### config.mk
export PLATFORM = sky130hd
export DESIGN_NAME = uo_pad_arbiter_flat
export DESIGN_NICKNAME = d
export VERILOG_FILES = /design/src/rtl/uo_pad_pkg.sv /design/src/rtl/uo_pad_arbiter_if.sv /design/src/rtl/uo_pad_arbiter_rr_pick.sv /design/src/rtl/uo_pad_arbiter.sv /design/src/flat_wrapper.sv
export SDC_FILE = /design/constraint.sdc
export NUM_CORES = 1
export LEC_CHECK = 0
export CORE_ASPECT_RATIO = 0.75
export CORE_MARGIN = 2
export CORE_UTILIZATION = 43
export DETAILED_ROUTE_END_ITERATION = 16
export PLACE_DENSITY = 0.8
export SETUP_SLACK_MARGIN = 0.02
export SLEW_MARGIN = 20
export SYNTH_ARGS = -nofsm -noshare
export SYNTH_HDL_FRONTEND = slang
export SYNTH_SLANG_ARGS = --single-unit
### constraint.sdc
create_clock -name io_clock -period 3.2 [get_ports io_clock]
set_input_delay 0.48 -clock io_clock [delete_from_list [all_inputs] [get_ports io_clock]]
set_output_delay 0.48 -clock io_clock [all_outputs]
set_load 0.03 [all_outputs]
### src/rtl/uo_pad_pkg.sv
// Shared types and defaults for the uo pad arbiter: FSM state encoding,
// default parameter values, the idle pad constant and counter widths.
package uo_pad_pkg;

    typedef enum logic [1:0] {
        ST_IDLE  = 2'd0,
        ST_GUARD = 2'd1,
        ST_OWN   = 2'd2
    } arb_state_e;

    localparam int DEF_NUM_REQ      = 4;
    localparam int DEF_IO_WIDTH     = 17;
    localparam int DEF_GUARD_CYCLES = 2;
    localparam int DEF_MAX_HOLD     = 16;

    localparam logic [DEF_IO_WIDTH-1:0] DEF_IDLE_VALUE = '0;

    // Wide enough for GUARD_CYCLES up to 15 and MAX_HOLD up to 255.
    localparam int GUARD_CNT_W = 4;
    localparam int HOLD_CNT_W  = 8;

    function automatic int id_width(input int n);
        return (n > 1) ? $clog2(n) : 1;
    endfunction

endpackage

### src/rtl/uo_pad_arbiter_if.sv
// Pad-sharing bus between the requesters and the uo pad arbiter; the
// arbiter sits on the slave side, the requester cluster on the master side.
interface uo_pad_arbiter_if #(
    parameter int NUM_REQ  = uo_pad_pkg::DEF_NUM_REQ,
    parameter int IO_WIDTH = uo_pad_pkg::DEF_IO_WIDTH
) ();

    localparam int ID_W = uo_pad_pkg::id_width(NUM_REQ);

    logic [NUM_REQ-1:0]          req;
    logic [NUM_REQ*IO_WIDTH-1:0] req_data;
    logic [IO_WIDTH-1:0]         ui_p2c;

    logic [NUM_REQ-1:0]          grant;
    logic [ID_W-1:0]             owner_id;
    logic                        busy;
    logic                        preempt;
    logic [IO_WIDTH-1:0]         uo_c2p;
    logic [IO_WIDTH-1:0]         ui_sync;

    modport master (
        output req, req_data, ui_p2c,
        input  grant, owner_id, busy, preempt, uo_c2p, ui_sync
    );

    modport slave (
        input  req, req_data, ui_p2c,
        output grant, owner_id, busy, preempt, uo_c2p, ui_sync
    );

endinterface

### src/rtl/uo_pad_arbiter_rr_pick.sv
// Combinational round-robin search: first requester found starting at
// (last + 1) mod NUM_REQ and wrapping around to last itself.
module rr_pick
    import uo_pad_pkg::*;
#(
    parameter int NUM_REQ = DEF_NUM_REQ,
    parameter int ID_W    = id_width(NUM_REQ)
) (
    input  logic [NUM_REQ-1:0] req,
    input  logic [ID_W-1:0]    last,
    output logic [ID_W-1:0]    winner,
    output logic               valid
);

    logic [ID_W-1:0] idx;

    always_comb begin
        winner = '0;
        valid  = 1'b0;
        idx    = '0;
        for (int unsigned i = 1; i <= NUM_REQ; i++) begin
            idx = ID_W'((32'(last) + i) % 32'(NUM_REQ));
            if (!valid && req[idx]) begin
                winner = idx;
                valid  = 1'b1;
            end
        end
    end

endmodule

### src/rtl/uo_pad_arbiter.sv
// Arbitrates NUM_REQ requesters onto a shared set of uo output pads with a
// guard gap before every handover, hold-time preemption and a ui synchronizer.
module uo_pad_arbiter
    import uo_pad_pkg::*;
#(
    parameter int                  NUM_REQ      = DEF_NUM_REQ,
    parameter int                  IO_WIDTH     = DEF_IO_WIDTH,
    parameter int                  GUARD_CYCLES = DEF_GUARD_CYCLES,
    parameter int                  MAX_HOLD     = DEF_MAX_HOLD,
    parameter logic [IO_WIDTH-1:0] IDLE_VALUE   = IO_WIDTH'(DEF_IDLE_VALUE)
) (
    input logic             io_clock,
    input logic             io_reset_n,
    uo_pad_arbiter_if.slave bus
);

    localparam int ID_W = id_width(NUM_REQ);

    localparam logic [GUARD_CNT_W-1:0] GUARD_LOAD = GUARD_CNT_W'(GUARD_CYCLES - 1);
    localparam logic [HOLD_CNT_W-1:0]  HOLD_SAT   = HOLD_CNT_W'(MAX_HOLD - 1);
    localparam logic [ID_W-1:0]        LAST_ID    = ID_W'(NUM_REQ - 1);

    arb_state_e             state_q;
    logic [ID_W-1:0]        owner_q;
    logic [NUM_REQ-1:0]     grant_q;
    logic                   busy_q;
    logic                   preempt_q;
    logic [IO_WIDTH-1:0]    uo_q;
    logic [GUARD_CNT_W-1:0] guard_cnt_q;
    logic [HOLD_CNT_W-1:0]  hold_cnt_q;
    logic [IO_WIDTH-1:0]    ui_meta_q;
    logic [IO_WIDTH-1:0]    ui_sync_q;

    logic [ID_W-1:0]        pick_id;
    logic                   pick_valid;
    logic [NUM_REQ-1:0]     owner_mask;
    logic                   owner_req;
    logic                   competitor;
    logic                   hold_sat;
    logic [IO_WIDTH-1:0]    data_arr [NUM_REQ];
    logic [IO_WIDTH-1:0]    owner_data;

    rr_pick #(
        .NUM_REQ (NUM_REQ),
        .ID_W    (ID_W)
    ) u_rr_pick (
        .req    (bus.req),
        .last   (owner_q),
        .winner (pick_id),
        .valid  (pick_valid)
    );

    for (genvar g = 0; g < NUM_REQ; g++) begin : g_slice
        assign data_arr[g] = bus.req_data[g*IO_WIDTH +: IO_WIDTH];
    end

    always_comb begin
        owner_mask = NUM_REQ'(1) << owner_q;
        owner_req  = |(bus.req & owner_mask);
        competitor = |(bus.req & ~owner_mask);
        hold_sat   = (hold_cnt_q == HOLD_SAT);
        owner_data = data_arr[owner_q];
    end

    // owner_q is latched at selection time, so an abandoned request still
    // advances the round-robin pointer past that requester.
    always_ff @(posedge io_clock or negedge io_reset_n) begin
        if (!io_reset_n) begin
            state_q     <= ST_IDLE;
            owner_q     <= LAST_ID;
            grant_q     <= '0;
            busy_q      <= 1'b0;
            preempt_q   <= 1'b0;
            uo_q        <= IDLE_VALUE;
            guard_cnt_q <= '0;
            hold_cnt_q  <= '0;
        end else begin
            preempt_q <= 1'b0;
            case (state_q)
                ST_IDLE: begin
                    grant_q <= '0;
                    uo_q    <= IDLE_VALUE;
                    busy_q  <= pick_valid;
                    if (pick_valid) begin
                        owner_q     <= pick_id;
                        guard_cnt_q <= GUARD_LOAD;
                        state_q     <= ST_GUARD;
                    end
                end

                ST_GUARD: begin
                    grant_q <= '0;
                    uo_q    <= IDLE_VALUE;
                    if (!owner_req) begin
                        busy_q  <= 1'b0;
                        state_q <= ST_IDLE;
                    end else if (guard_cnt_q == '0) begin
                        grant_q    <= owner_mask;
                        hold_cnt_q <= '0;
                        state_q    <= ST_OWN;
                    end else begin
                        guard_cnt_q <= guard_cnt_q - 1'b1;
                    end
                end

                ST_OWN: begin
                    // A release in the same cycle as saturation wins over preemption.
                    if (!owner_req || (hold_sat && competitor)) begin
                        grant_q   <= '0;
                        uo_q      <= IDLE_VALUE;
                        busy_q    <= 1'b0;
                        preempt_q <= owner_req;
                        state_q   <= ST_IDLE;
                    end else begin
                        uo_q <= owner_data;
                        if (!hold_sat) begin
                            hold_cnt_q <= hold_cnt_q + 1'b1;
                        end
                    end
                end

                default: begin
                    grant_q <= '0;
                    uo_q    <= IDLE_VALUE;
                    busy_q  <= 1'b0;
                    state_q <= ST_IDLE;
                end
            endcase
        end
    end

    always_ff @(posedge io_clock or negedge io_reset_n) begin
        if (!io_reset_n) begin
            ui_meta_q <= '0;
            ui_sync_q <= '0;
        end else begin
            ui_meta_q <= bus.ui_p2c;
            ui_sync_q <= ui_meta_q;
        end
    end

    assign bus.grant    = grant_q;
    assign bus.owner_id = owner_q;
    assign bus.busy     = busy_q;
    assign bus.preempt  = preempt_q;
    assign bus.uo_c2p   = uo_q;
    assign bus.ui_sync  = ui_sync_q;

endmodule

### src/flat_wrapper.sv
// flat-port wrapper written by rule: the top's interface ports become plain ports
module uo_pad_arbiter_flat import uo_pad_pkg::*;
#(
    parameter int                  NUM_REQ      = DEF_NUM_REQ,
    parameter int                  IO_WIDTH     = DEF_IO_WIDTH,
    parameter int                  GUARD_CYCLES = DEF_GUARD_CYCLES,
    parameter int                  MAX_HOLD     = DEF_MAX_HOLD,
    parameter logic [IO_WIDTH-1:0] IDLE_VALUE   = IO_WIDTH'(DEF_IDLE_VALUE)
)
  (io_clock, io_reset_n, bus_req, bus_req_data, bus_ui_p2c, bus_grant, bus_owner_id, bus_busy, bus_preempt, bus_uo_c2p, bus_ui_sync);
  uo_pad_arbiter_if #(.NUM_REQ(NUM_REQ), .IO_WIDTH(IO_WIDTH)) bus_i ();
  input logic io_clock;
  input logic io_reset_n;
  input wire logic [$bits(bus_i.req)-1:0] bus_req;
  input wire logic [$bits(bus_i.req_data)-1:0] bus_req_data;
  input wire logic [$bits(bus_i.ui_p2c)-1:0] bus_ui_p2c;
  output wire logic [$bits(bus_i.grant)-1:0] bus_grant;
  output wire logic [$bits(bus_i.owner_id)-1:0] bus_owner_id;
  output wire logic [$bits(bus_i.busy)-1:0] bus_busy;
  output wire logic [$bits(bus_i.preempt)-1:0] bus_preempt;
  output wire logic [$bits(bus_i.uo_c2p)-1:0] bus_uo_c2p;
  output wire logic [$bits(bus_i.ui_sync)-1:0] bus_ui_sync;
  assign bus_i.req = bus_req;
  assign bus_i.req_data = bus_req_data;
  assign bus_i.ui_p2c = bus_ui_p2c;
  assign bus_grant = bus_i.grant;
  assign bus_owner_id = bus_i.owner_id;
  assign bus_busy = bus_i.busy;
  assign bus_preempt = bus_i.preempt;
  assign bus_uo_c2p = bus_i.uo_c2p;
  assign bus_ui_sync = bus_i.ui_sync;
  uo_pad_arbiter #(.NUM_REQ(NUM_REQ), .IO_WIDTH(IO_WIDTH), .GUARD_CYCLES(GUARD_CYCLES), .MAX_HOLD(MAX_HOLD), .IDLE_VALUE(IDLE_VALUE)) u_core (.io_clock(io_clock), .io_reset_n(io_reset_n), .bus(bus_i));
endmodule
==> metrics <==
kind of critical path=flop to flop; Placer Congestion=0.7875; FMAX=0.3609 GHz; yosys warns=0; Hold Vio Cnt, Final=0; number of synthesized flops with an enable pin=0; Chip Width=104.7 um; Top Ports=133; RSZ-0062 raised after global routing=no; CP Launch Type=flop; first-pass GRT wire length=13.03 mm; skew final=0.01036 ns; CTS tree=done; First-pass DRT Iterations=4; Routed WL per cell=16.47 um; top-area cell type share of the netlist area=54.36%; fin util=about two thirds; commonest non-fill, non-tap cell in the layout=clkdlybuf4s50_1; commonest cells after routing, fill and taps aside=clkdlybuf4s50_1, dfrtp_1, mux4_2, and2_1; post-synthesis mux area share=14.78%; layout cells sized above 1=12.99%; vias per cell=5.348; maximum clock path buffer count=2; worst slew pin tran=0.7342 ns; crit path time final=between 2 and 3 ns; CP Data Required Time=3.47 ns; crit path max fanout=10; Overflow after GRT=0; Net count, final=480; Core ar.=0.007365 mm^2; Post-Synth Simple-Gate Area=11.26%; total global-route track usage=20.57%; WL final=8.006 mm; clock slew at reported path FFs=0.08 ns; Static Leakage=around 2 nW; CTS H-tree depth=3; total negative setup slack=0 ns; Max-Cap Viols=0; outcome=completed; Post-CTS Hold Buffers=0; Root Buffer=clkbuf_8; row cnt=27; diodes inserted=0; Setup Buffers After CTS=0; cts repair resizes=0; Die Span Y=between 70 and 80 um; Area growth syn-to-layout=49.66%; worst hold-check path type=input port to asynchronous set/reset pin; Peak supply drop=0.4075 mV; P per Cell Area=654.2 mW/mm^2; Worst Reg-to-Reg Cells=7; cell area after placement=around 0.0047 mm^2; initial antenna violation count=0; largest family of logic cells by synthesized area=multiplexers; WHS=roughly 0.15 ns; Worst setup EP type=flop; fin crit share=86.58%; largest net degree at the start of global routing=74; HPWL after DPL=6.185 mm; post-synthesis compound-gate area fraction=10.91%; Post-Synth XOR/XNOR Area=0.8040%; reg2reg setup slack=between 0.4 and 0.5 ns; sequential fraction of the synthesis area=55.97%; setup violators final=0; Via Count=roughly 2.6k; total power=3.200 mW; arrival time at the worst endpoint=3.04 ns; Port Buffers=132; Synth Instances=241; vias in the first global route=2680; FF+latch count, synth=73; Post-synth top flop=dfrtp_1; Synthesized Nets=341; largest area contributor in the netlist=dfrtp_1; relative slew slack=50.73%; Slew Viols, Final=0; Initial DRC Count=approximately 140; worst skew pair latency=0.34 ns; Num CTS Buffers=9; die area=0.008321 mm^2; adder-cell area share of the yosys netlist=3.446%; post-route ant nets=0; fraction of registers with async set/reset=100.0%; Initial Util=44.38%; Yosys cell types=46; mean post-synth cell area=around 14 um^2; # DRC=0; largest cells by area after synthesis=dfrtp_1, mux4_2, ha_1; Syn Std Cell Area=0.003268 mm^2; post-route cell area=between 0.004 and 0.005 mm^2; Clock Sinks=73
-- final timing paths --
| kind | start | endpoint |
|---|---|---|
| max | u_core.bus.owner_id[0] | u_core.bus.owner_id[1] |
| min | io_reset_n | u_core.ui_meta_q[2] |
| max reg2reg | u_core.bus.owner_id[0] | u_core.bus.owner_id[1] |
| min reg2reg | u_core.ui_meta_q[0] | u_core.bus.ui_sync[0] |
| max in group asynchronous | io_reset_n | u_core.bus.owner_id[0] |
| min in group io_clock | u_core.ui_meta_q[0] | u_core.bus.ui_sync[0] |
-- where the power goes --
group / switching, mW / internal [mW] / total, mW
Clock: 0.341 / 0.282 / 0.623
Sequential: 0.0959 / 1.02 / 1.12
Combinational: 0.736 / 0.720 / 1.46
Total: 1.17 / 2.03 / 3.20
-- Yosys cell counts, drive strengths merged (6+ instances only) --
cell	n
a21oi	9
ha	9
clkbuf	7
a31oi	7
inv	12
a22o	6
nand2	12
mux4	21
and2	17
o21ai	8
nand3	6
dfrtp	71
-- through the flow --
| step | instances | setup slack [ns] |
|---|---|---|
| after floorplan | 241 | 0.2348 |
| after global placement | 470 | 0.5061 |
| after detailed placement | 470 | 0.4391 |
| after CTS | 486 | 0.4201 |
| after global routing | 486 | 0.2746 |
| final | 486 | 0.4294 |
-- kinds of logic (layout without fill, tap and decap cells) --
logic type	after synthesis	in the layout
AOI/OAI and AO/OA	50	50
xor gates and xnor gates	3	3
adders and majority gates	9	9
buffers and inverters	22	166
DFF	73	73
muxes	22	22
and+or+nand+nor	62	62
-- layout make-up --
class,count,area (um^2)
inverters,12,45.04
multi-input cells,146,1346
well taps,101,126.4
flip-flops and latches,73,1829
repair buffers,138,1374
clock buffers,10,127.6
clock inverters,6,42.54
fillers,559,2474
-- critical path: stages (launching register included) --
cell	delay, ns
dfstp_2	0.69
inv_1	0.12
ha_1	0.41
mux4_2	0.58
or2_1	0.29
or3b_1	0.37
a21oi_1	0.18
a21oi_1	0.07
-- metal layers --
metal  vias up  wire [um]  part of all wire [%]  global-route usage [%]
met5         -          0                     0                       0
met4         0        194                   2.4                   7.867
met3        18        722                   9.0                   6.694
met2       149       3908                    49                   35.10
met1      1251       3181                    40                   24.62
li1       1181          -                     -                       -
-- state kept, by name, summed over array words and instances (netlist names) --
signal,cells
u_core.bus.ui_sync,17
u_core.bus.uo_c2p,17
u_core.ui_meta_q,17
u_core.hold_cnt_q,8
u_core.bus.grant,4
u_core.guard_cnt_q,4
u_core.bus.owner_id,2
u_core.state_q,2
u_core.bus.busy,1
u_core.bus.preempt,1
Power figures use the tool's default switching activity.
